File: src/rtl/panel_pkg.sv
`default_nettype none
// ============================================================================
// Module      : panel_pkg
// Description : Shared vending front-panel constants and operating-mode codes.
// Revision    : 1.0
// ============================================================================
package panel_pkg;

    localparam int MODE_W      = 2;
    localparam int N_ITEMS     = 8;
    localparam int TIMEOUT_CYC = 1000000;

    typedef enum logic [MODE_W-1:0] {
        MODE_IDLE = 2'd0,
        MODE_INQ  = 2'd1,
        MODE_BUY  = 2'd2
    } mode_e;

endpackage
`default_nettype wire

File: src/rtl/btn_edge.sv
`default_nettype none
// ============================================================================
// Module      : btn_edge
// Description : Registers a debounced button level and flags its rising edge.
// Revision    : 1.0
// ============================================================================
module btn_edge (
    input  logic clk,
    input  logic rst,
    input  logic btn,
    output logic ev
);

    logic r_q;

    always_ff @(posedge clk) begin
        if (rst) begin
            r_q <= 1'b0;
        end else begin
            r_q <= btn;
        end
    end

    assign ev = btn & ~r_q;

endmodule
`default_nettype wire

File: src/rtl/mode_ctrl.sv
`default_nettype none
// ============================================================================
// Module      : mode_ctrl
// Description : Front-panel operating-mode sequencer (IDLE / INQ / BUY) with
//               item browsing and inactivity timeout.
// Revision    : 1.0
// ============================================================================
module mode_ctrl #(
    parameter int N_ITEMS     = panel_pkg::N_ITEMS,
    parameter int IDX_W       = 3,
    parameter int TIMEOUT_CYC = panel_pkg::TIMEOUT_CYC
) (
    input  logic                       clk,
    input  logic                       rst,
    input  logic                       en,
    input  logic                       btn_inq,
    input  logic                       btn_next,
    input  logic                       btn_buy,
    input  logic                       btn_back,
    input  logic                       buy_ack,
    output logic [panel_pkg::MODE_W-1:0] mode,
    output logic                       inquire_en,
    output logic [IDX_W-1:0]           item_idx,
    output logic                       buy_req,
    output logic                       timeout
);

    import panel_pkg::*;

    localparam int N_BTN = 4;
    localparam int CNT_W = $clog2(TIMEOUT_CYC);

    logic [N_BTN-1:0] w_btn;
    logic [N_BTN-1:0] w_ev;
    logic             w_any_ev;

    mode_e            r_state, w_state_nxt;
    logic [IDX_W-1:0] r_idx, w_idx_nxt;
    logic [CNT_W-1:0] r_cnt, w_cnt_nxt;
    logic             r_timeout, w_timeout_nxt;
    logic             w_cnt_term;

    assign w_btn = {btn_back, btn_buy, btn_next, btn_inq};

    for (genvar gi = 0; gi < N_BTN; gi++) begin : g_btn
        btn_edge u_btn_edge (
            .clk (clk),
            .rst (rst),
            .btn (w_btn[gi]),
            .ev  (w_ev[gi])
        );
    end

    assign w_any_ev   = |w_ev;
    assign w_cnt_term = (r_cnt == CNT_W'(TIMEOUT_CYC - 1));

    always_ff @(posedge clk) begin
        if (rst) begin
            r_state   <= MODE_IDLE;
            r_idx     <= '0;
            r_cnt     <= '0;
            r_timeout <= 1'b0;
        end else begin
            r_state   <= w_state_nxt;
            r_idx     <= w_idx_nxt;
            r_cnt     <= w_cnt_nxt;
            r_timeout <= w_timeout_nxt;
        end
    end

    // Counter defaults to cleared; it only advances while a mode is held quietly.
    always_comb begin
        w_state_nxt   = r_state;
        w_idx_nxt     = r_idx;
        w_cnt_nxt     = '0;
        w_timeout_nxt = 1'b0;
        if (!en) begin
            w_state_nxt = MODE_IDLE;
        end else begin
            case (r_state)
                MODE_IDLE: begin
                    if (w_ev[0]) begin
                        w_state_nxt = MODE_INQ;
                        w_idx_nxt   = '0;
                    end
                end
                MODE_INQ: begin
                    if (w_ev[3]) begin
                        w_state_nxt = MODE_IDLE;
                    end else if (w_ev[2]) begin
                        w_state_nxt = MODE_BUY;
                    end else if (w_ev[1]) begin
                        w_idx_nxt = (r_idx == IDX_W'(N_ITEMS - 1)) ? '0 : r_idx + 1'b1;
                    end
                end
                MODE_BUY: begin
                    if (buy_ack || w_ev[3]) begin
                        w_state_nxt = MODE_INQ;
                    end
                end
                default: w_state_nxt = MODE_IDLE;
            endcase

            if ((w_state_nxt == r_state) && (r_state != MODE_IDLE) && !w_any_ev) begin
                if (w_cnt_term) begin
                    w_state_nxt   = MODE_IDLE;
                    w_timeout_nxt = 1'b1;
                end else begin
                    w_cnt_nxt = r_cnt + 1'b1;
                end
            end
        end
    end

    assign mode       = r_state;
    assign inquire_en = (r_state == MODE_INQ);
    assign buy_req    = (r_state == MODE_BUY);
    assign item_idx   = r_idx;
    assign timeout    = r_timeout;

endmodule
`default_nettype wire

File: config.mk
export PLATFORM = sky130hd
export DESIGN_NAME = mode_ctrl
export DESIGN_NICKNAME = d
export VERILOG_FILES = /design/src/rtl/panel_pkg.sv /design/src/rtl/btn_edge.sv /design/src/rtl/mode_ctrl.sv
export SDC_FILE = /design/constraint.sdc
export NUM_CORES = 1
export LEC_CHECK = 0
export ABC_CLOCK_PERIOD_IN_PS = 3090
export BUFFER_PORTS_ARGS = -buffer_cell sky130_fd_sc_hd__buf_2
export CORE_MARGIN = 8
export CORE_UTILIZATION = 59
export CTS_BUF_LIST = sky130_fd_sc_hd__clkbuf_8
export DETAILED_ROUTE_END_ITERATION = 10
export PLACE_DENSITY = 0.89
export SYNTH_ARGS = -nofsm -noshare
export SYNTH_HDL_FRONTEND = slang
export SYNTH_SLANG_ARGS = --single-unit
File: constraint.sdc
create_clock -name clk -period 3.09 [get_ports clk]
set_input_delay 0.309 -clock clk [delete_from_list [all_inputs] [get_ports clk]]
set_output_delay 0.309 -clock clk [all_outputs]
set_load 0.02 [all_outputs]
==> results.tsv, run 1 <==
metric	value	unit
slew_violations	0	
vdd_ir_drop_max	0.411	mV
syn_nets	168	
die_x	64.8	um
max_freq	476	MHz
synth_ff_type	dfxtp_1	
grt_pass1_wl	5050	um
r2r.worst_path.cells	6	
ys_types	35	
synthCells	157	
r2r-start	r_cnt[0]	
skew	0.00804	ns
crit_slowest_cell	nor3_2	
port_buffers	15	
synthArstFlopShare	0	
r2r_end	r_cnt[2]	
layout_common_cells	dfxtp_1, buf_2, nor3_1	
synth_seq_cells	30	
worstMarginPinSlew	0.731	ns
io_pins	16	
min_path_cells	2	
gr-total-overflow	0	
cp_max_fo	12	
cts_tree	yes	
period_share	0.679	
grt_pass1_vias	1227	
start_util	0.630	
hold_start	btn_buy	
drtPass1Iterations	4	
critPathKind	register to register	
cap_viol_max_count	0	
end_kind	register	
cp.arrival	2.25	ns
path_cells	ha_1 -> and3_1 -> nand3_1 -> nor3_2 -> buf_4 -> nor3_1	
drtAntennaViolNets	0	
hp-class	input pin to register	
setup_violations	0	
r2r_slack	0.99	ns
row_count	17	
power.density	441	nW/um^2
design.die.area	4200	um^2
antenna_found_initial	0	
drive_gt1_frac	0.149	
setup_tns	0	ns
rsz0062_at_grt	no	
outcome	finished, final reports clean	
drc	0	
post_cts_buffers	0	
viasPerCell	6.12	
insertion_delay	0.28	ns
post-place-cells	196	
netlist_area	1410	um^2
yosysWarnings	0	
die_y	64.8	um
vias	1242	
root_buffer	clkbuf_8	
avgSynthCellArea	8.97	um^2
cts_resized	0	
power.total	0.701	mW
period_needed	2.10	ns
drt_iter0_drc	75	
critPathMaxStageDelay	0.65	ns
syn_to_final_growth	13.0	%
ctsHoldBuffers	0	
clock-sinks	30	
hold_violations	0	
start_kind	register	
wl_per_cell	14.4	um
synth-edff-count	0	
grt_use_total	0.150	
gp_congestion	0.806	
max-slew-margin-rel	0.510	
power_leakage	0.517	nW
final_common_cell	dfxtp_1	
cts_made_buffers	5	
cp_data_required_time	3.24	ns
stdcell_count	203	
yosysSeqAreaShare	0.427	
dp_hpwl	2100	um
clockBufferDepth	2	
final_nets	186	
insertedDiodeCount	0	
hold_end	g_btn[2].u_btn_edge.r_q	
cts.clk_slew.worst_paths	0.05	ns
core	2230	um^2
cts_max_level	2	
grt_max_degree	21	
drt-total-wl	2920	um
==> sequential cells by signal (all words and copies together), names as in the netlist <==
register,cells
r_cnt,20
g_btn.u_btn_edge.r_q,4
item_idx,3
mode,2
timeout,1
==> where the power goes <==
part | internal, mW | total (mW) | leakage [nW] | switching (mW)
Sequential | 0.391 | 0.393 | 0.243 | 0.00245
Combinational | 0.0127 | 0.0298 | 0.227 | 0.0170
Clock | 0.148 | 0.278 | 0.0466 | 0.130
==> how the worst max path moves through the flow <==
stage | start | end | slack (ns) | depth (start not counted)
floorplan | r_cnt[0] | r_cnt[18] | 1.19 | 5
global placement | r_cnt[0] | r_cnt[18] | 1.08 | 5
detailed placement | r_cnt[0] | r_cnt[4] | 1.00 | 6
CTS | r_cnt[0] | r_cnt[2] | 0.98 | 6
global route | r_cnt[0] | r_cnt[2] | 0.83 | 6
finish | r_cnt[0] | r_cnt[2] | 0.99 | 6
==> per-layer routing <==
layer / wire length, um / up-vias / GRT usage
li1: - / 620 / -
met1: 1190 / 580 / 0.155
met2: 1440 / 31 / 0.245
met3: 205 / 11 / 0.0619
met4: 86 / 0 / 0.104
met5: 0 / - / 0
==> final cells by class <==
class | instances | area (um^2)
sequential | 30 | 601
inverter | 5 | 18.8
clock buffer | 5 | 68.8
fill | 173 | 643
multi-input combinational | 116 | 769
clock inverter | 2 | 7.51
tap | 28 | 35.0
timing repair buffer | 17 | 90.1
==> kinds of logic (layout without fill, tap and decap cells) <==
family	count (synthesis)	after routing	share of synthesized area
simple gates	72	72	0.296
fa+ha+maj	3	3	0.0267
flops	30	30	0.427
xor+xnor	11	11	0.0684
buf+inv	11	29	0.0302
compound gates	30	30	0.152
==> worst max-delay path: cells and delay by family, from the launching register on <==
kind	cells	cell delay (ns)
AND/OR/NAND/NOR	4	1.09
buffers and inverters	1	0.30
adder cells (fa/ha/maj)	1	0.22
flip-flops	1	0.37
==> Yosys cell counts (all sizes together), types with 4 or more instances <==
cell	number	area share
or3	5	0.022
nor3	14	0.050
nand2	7	0.019
clkbuf	5	0.013
xnor2	9	0.056
nor2	5	0.013
nor2b	12	0.053
inv	5	0.013
nand4	6	0.027
or4	5	0.027
dfxtp	30	0.43
o21ai	7	0.025
a211oi	8	0.050
nand3	6	0.025
a21oi	4	0.014
==> per-stage QoR <==
stage	worst slack, ns	area, um^2	utilization	hold slack [ns]
global placement	1.08	1510	0.678	0.466
global route	0.829	1590	0.712	0.264
CTS	0.983	1590	0.712	0.254
detailed placement	1.00	1510	0.678	0.482
floorplan	1.19	1410	-	0.378
finish	0.991	1590	0.712	0.260
(Power assumes the default switching activity.)
==> run 2: changes to the inputs <==
Settings changed: ABC_AREA set to 1, ABC_CLOCK_PERIOD_IN_PS 3090 to 1900, CORE_ASPECT_RATIO set to 2, CORE_UTILIZATION 59 to 55, PLACE_DENSITY 0.89 to 0.87.
Clock period 3.09 ns to 1.9 ns, I/O delays scaled along.
==> run 2 against run 1 <==
Combinational power rose to 3.0 times the previous value. Wire length up 14%. Largest power group unchanged. Largest cell class unchanged. Synthesized cell count up 50%. Clock-buffer cell count up 1. Critical path type unchanged. Highest routed layer unchanged. Final cell count up 41%.
==> results.tsv, run 2 <==
metric	value	unit	change
outcome	finished, final reports clean		
power.density	695	nW/um^2	+58%
avgSynthCellArea	7.02	um^2	-22%
crit_slowest_cell	dfxtp_1		
hp-class	input pin to register		
drtAntennaViolNets	0		unchanged
critPathMaxStageDelay	0.41	ns	-0.24 ns
largest_reg_flops	20		unchanged
grt_use_total	0.152		+0.00190
cp.arrival	1.74	ns	-0.51 ns
crit_buf_inv	0		-1
end_kind	register		
cts_made_buffers	5		unchanged
drc	0		unchanged
yosysMostFrequentCell	nand2_1		
start_kind	register		
viasPerCell	5.08		-17%
slew_violations	0		unchanged
synth_seq_cells	30		unchanged
worstMarginPinSlew	0.374	ns	-0.357 ns
r2r.worst_path.cells	6		unchanged
r2r_slack	0.34	ns	-0.65 ns
layout_common_cells	nand2_1, nor2_1, dfxtp_1		
r2r_end	r_cnt[16]		
max-slew-margin-rel	0.749		+0.239
synth_ff_type	dfxtp_1		
worstSetupEndpoint	r_cnt[16]		
netlist_top_cells_area	dfxtp_1, nand2_1, nor2_1, nor2_2, inv_1		
netlist_area	1650	um^2	+17%
ys_types	19		-46%
setup_tns	0	ns	unchanged
rsz0062_at_grt	no		
cp_data_required_time	2.08	ns	-1.16 ns
clockBufferDepth	2		unchanged
path_cells	ha_1 -> nand2_1 -> nor2_1 -> nand4_1 -> xor2_1 -> nor2_2		
design.die.area	5120	um^2	+22%
synth_largest_area_cell	dfxtp_1		
period_share	0.821		+0.142
cp_max_fo	8		-4
row_count	28		+11
syn_nets	246		+46%
grt_max_degree	21		unchanged
gp_congestion	0.828		+2.7%
power_leakage	0.730	nW	+41%
io_pins	16		unchanged
period_needed	1.56	ns	-0.539 ns
drive_gt1_frac	0.230		+0.0819
vdd_ir_drop_max	0.613	mV	+49%
cts_max_level	2		unchanged
yosysSeqAreaShare	0.364		-0.0628
core	2910	um^2	+30%
synth-edff-count	0		unchanged
post_dp_cell_area	1750	um^2	+16%
vias	1454		+17%
insertion_delay	0.29	ns	about the same
gr-total-overflow	0		unchanged
antenna_found_initial	0		unchanged
final_common_cell	nand2_1		
wl_per_cell	11.6	um	-19%
critPathKind	register to register		
drt_iter0_drc	25		-67%
synth_common_cells	nand2_1, nor2_1, dfxtp_1		
max_freq	641	MHz	+35%
synth_top_area_frac	0.364		-0.0628
hold_violations	0		unchanged
cts_resized	0		unchanged
die_x	54.7	um	-16%
synthCells	235		+50%
cts.clk_slew.worst_paths	0.07	ns	+0.02 ns
ctsHoldBuffers	0		unchanged
setup.worst_path.start	r_cnt[0]		
path_delay_family	simple AND/OR/NAND/NOR gates		
clock-sinks	30		unchanged
die_y	93.5	um	+44%
drt-total-wl	3310	um	+14%
r2r-start	r_cnt[0]		
grt_pass1_vias	1536		+25%
cp.depth	6		unchanged
skew	0.00331	ns	-0.00473 ns
synthArstFlopShare	0		unchanged
top_register	r_cnt		
start_util	0.568		-0.0627
setup_violations	0		unchanged
cts_tree	yes		
grt_pass1_wl	5930	um	+17%
insertedDiodeCount	0		unchanged
final_nets	266		+43%
yosysWarnings	0		unchanged
cap_viol_max_count	0		unchanged
dp_hpwl	2580	um	+23%
root_buffer	clkbuf_8		
syn_to_final_growth	11.8	%	
drtPass1Iterations	4		unchanged
post_cts_buffers	0		unchanged
final_cell_area	1840	um^2	+16%
port_buffers	15		unchanged
## run 2: cell count changes after synthesis, moves of 6 or more
cell / delta
a211oi_1: -6
inv_1: +23
nand2_1: +53
nand3_1: +7
nor2_1: +34
nor2_2: +21
nor2_4: +6
nor2b_1: -12
nor3_1: -13
o21ai_0: -7
xor2_1: +8
## run 2: metrics by stage
stage                      util  setup slack, ns  cells  total power [mW]  hold slack (ns)
after CTS                 0.634            0.333    286              1.29            0.121
final                     0.634            0.340    286              1.28            0.121
after global placement    0.602            0.384    278             0.748            0.416
after detailed placement  0.602            0.350    278             0.751            0.425
after global routing      0.634            0.183    286              1.33            0.122
after floorplan               -            0.302    235             0.723            0.261
## run 2: worst min path at each step
stage	end	from	slack, ns	depth (start not counted)
after floorplan	g_btn[3].u_btn_edge.r_q	rst	0.26	1
after global placement	g_btn[3].u_btn_edge.r_q	btn_back	0.42	3
after detailed placement	g_btn[0].u_btn_edge.r_q	btn_inq	0.42	3
after CTS	g_btn[0].u_btn_edge.r_q	rst	0.12	2
after global routing	g_btn[2].u_btn_edge.r_q	rst	0.12	2
final	g_btn[0].u_btn_edge.r_q	rst	0.12	2
## run 2: logic make-up (layout without fill, tap and decap cells)
group,after synthesis,count (layout),synth area share
xor+xnor,14,14,0.0743
compound gates,2,2,0.00607
simple gates,152,152,0.442
flops,30,30,0.364
fa+ha+maj,3,3,0.0227
buf+inv,34,55,0.0910
## run 2: report_power, final
| part | switching, mW | leakage (nW) | internal [mW] |
|---|---|---|---|
| Combinational | 0.0570 | 0.440 | 0.0319 |
| Clock | 0.255 | 0.0472 | 0.291 |
| Sequential | 0.00763 | 0.243 | 0.639 |
## run 2: metal layers
metal | wire (um) | GRT usage | part of all wire | vias up
met5 | 0 | 0 | 0 | -
met4 | 98 | 0.0826 | 0.030 | 0
met3 | 104 | 0.0445 | 0.031 | 10
met2 | 1930 | 0.287 | 0.58 | 30
met1 | 1180 | 0.126 | 0.36 | 661
li1 | - | - | - | 753
## run 2: area by class of cell
class | instances | area, um^2
Fill cell | 266 | 1060
Clock buffer | 6 | 82.6
Clock inverter | 2 | 12.5
Tap cell | 30 | 37.5
Timing Repair Buffer | 16 | 95.1
Sequential cell | 30 | 601
Inverter | 31 | 116
Multi-Input combinational cell | 171 | 900
==> run 3: changes to the inputs <==
Settings changed: ABC_CLOCK_PERIOD_IN_PS 1900 to 1600, CORE_UTILIZATION 55 to 59, PLACE_DENSITY 0.87 to 0.89.
Clock period 1.9 ns to 1.6 ns, I/O delays scaled along.
==> run 3 against run 2 <==
Clock-buffer cell count stayed put. Maximum frequency is 6.4% higher. Utilization is 5.1 points higher. Critical path depth is 4 higher. Power is 15% higher. Combinational power is 24% higher. Register-to-register slack worse by 0.21 ns. Sequential share of layout area is 0.13 points lower. Clock power is 9.5% higher.
==> results.tsv, run 3 (synthesis gave the netlist of run 2 again) <==
metric	value	unit	change
outcome	finished, final reports clean		
slew_violations	0		unchanged
port_buffers	15		unchanged
r2r.worst_path.cells	10		+4
power.density	798	nW/um^2	+15%
insertion_delay	0.28	ns	about the same
min_path_cells	3		+1
worstMarginPinSlew	0.323	ns	-0.0510 ns
cp_data_required_time	1.77	ns	-0.31 ns
cts_max_level	2		unchanged
root_buffer	clkbuf_8		
hold_violations	0		unchanged
clock-sinks	30		unchanged
final_common_cell	nand2_1		
insertedDiodeCount	0		unchanged
start_util	0.611		+0.0431
gp_congestion	0.849		+2.6%
grt_pass1_vias	1472		-4.2%
post_dp_cell_area	1760	um^2	+0.79%
final_nets	268		+0.75%
drive_gt1_frac	0.230		unchanged
design.die.area	4850	um^2	-5.2%
drt_iter0_drc	36		+44%
end_kind	register		
period_needed	1.47	ns	-0.0934 ns
setup_violations	0		unchanged
max-slew-margin-rel	0.784		+0.0345
syn_to_final_growth	12.2	%	
r2r_end	r_cnt[1]		
clockBufferDepth	2		unchanged
layout_common_cells	nand2_1, nor2_1, dfxtp_1		
cap_viol_max_count	0		unchanged
period_share	0.917		+0.0955
post-place-cells	279		+0.36%
grt_use_total	0.159		+0.00672
io_pins	16		unchanged
setup.worst_path.start	mode[1]		
critPathKind	register to register		
start_kind	register		
antenna_found_initial	0		unchanged
hold_start	btn_back		
viasPerCell	5.10		+0.28%
final_cell_area	1850	um^2	+0.41%
hold_end	g_btn[3].u_btn_edge.r_q		
top_register	r_cnt		
vdd_ir_drop_max	0.923	mV	+50%
post_cts_buffers	0		unchanged
cts_tree	yes		
wl_per_cell	11.6	um	+0.44%
setup_tns	0	ns	unchanged
largest_reg_flops	20		unchanged
cts.clk_slew.worst_paths	0.06	ns	about the same
vias	1453		-0.069%
skew	0.00495	ns	+0.00164 ns
die_y	90.8	um	-2.9%
die_x	53.4	um	-2.4%
drt-total-wl	3320	um	about the same
drc	0		unchanged
hp-class	input pin to register		
power_leakage	0.737	nW	+0.95%
rsz0062_at_grt	no		
core	2700	um^2	-7.1%
grt_pass1_wl	5870	um	-1.0%
cp.arrival	1.64	ns	-0.10 ns
stdcell_count	285		-0.35%
max_freq	682	MHz	+6.4%
drtPass1Iterations	5		+1
dp_hpwl	2570	um	-0.36%
power.total	1.48	mW	+15%
drtAntennaViolNets	0		unchanged
r2r-start	mode[1]		
cts_made_buffers	5		unchanged
cp_max_fo	20		+12
r2r_slack	0.13	ns	-0.21 ns
grt_max_degree	21		unchanged
row_count	27		-3.6%
gr-total-overflow	0		unchanged
-- run 3: layout make-up --
cell class | instances | area, um^2
fillers | 246 | 851
flip-flops and latches | 30 | 601
clock buffers | 6 | 82.6
multi-input cells | 171 | 906
repair buffers | 18 | 110
well taps | 29 | 36.3
inverters | 31 | 116
-- run 3: how the worst max path moves through the flow --
stage	to	slack (ns)
floorplan	r_cnt[2]	0.002
global placement	r_cnt[3]	0.16
detailed placement	r_cnt[11]	0.15
CTS	r_cnt[1]	0.13
global route	r_cnt[1]	0.01
finish	r_cnt[1]	0.13
-- run 3: routing by layer --
metal	share of wire	global-route usage	vias to the layer above
met1	0.34	0.123	648
li1	-	-	756
met3	0.024	0.0396	17
met4	0.053	0.112	0
met2	0.58	0.300	32
met5	0	0	-
-- run 3: through the flow --
| stage | util | worst slack, ns | hold slack (ns) |
|---|---|---|---|
| floorplan | - | 0.00235 | 0.231 |
| global route | 0.685 | 0.0109 | 0.105 |
| global placement | 0.652 | 0.157 | 0.388 |
| finish | 0.685 | 0.133 | 0.0946 |
| CTS | 0.683 | 0.133 | 0.0933 |
| detailed placement | 0.652 | 0.151 | 0.391 |
-- run 3: repair_timing --
item                       4_1_cts  5_1_grt
setup endpoints to repair        0        1
gates resized for setup          0        1
hold buffers                     0        0
-- run 3: worst max-delay path, cell delays in order, from the launching register on --
cell     delay, ns
dfxtp_1       0.45
inv_2         0.11
nor2_2        0.15
nand2_2       0.10
nand2_1       0.08
nor2_2        0.05
inv_2         0.06
nor2_4        0.04
nand2_2       0.07
buf_12        0.19
nor2_2        0.05
-- run 3: power by group --
group | total [mW] | internal (mW) | switching, mW
logic | 0.110 | 0.0393 | 0.0711
clock network | 0.598 | 0.331 | 0.268
registers | 0.768 | 0.760 | 0.00876
total | 1.48 | 1.13 | 0.347
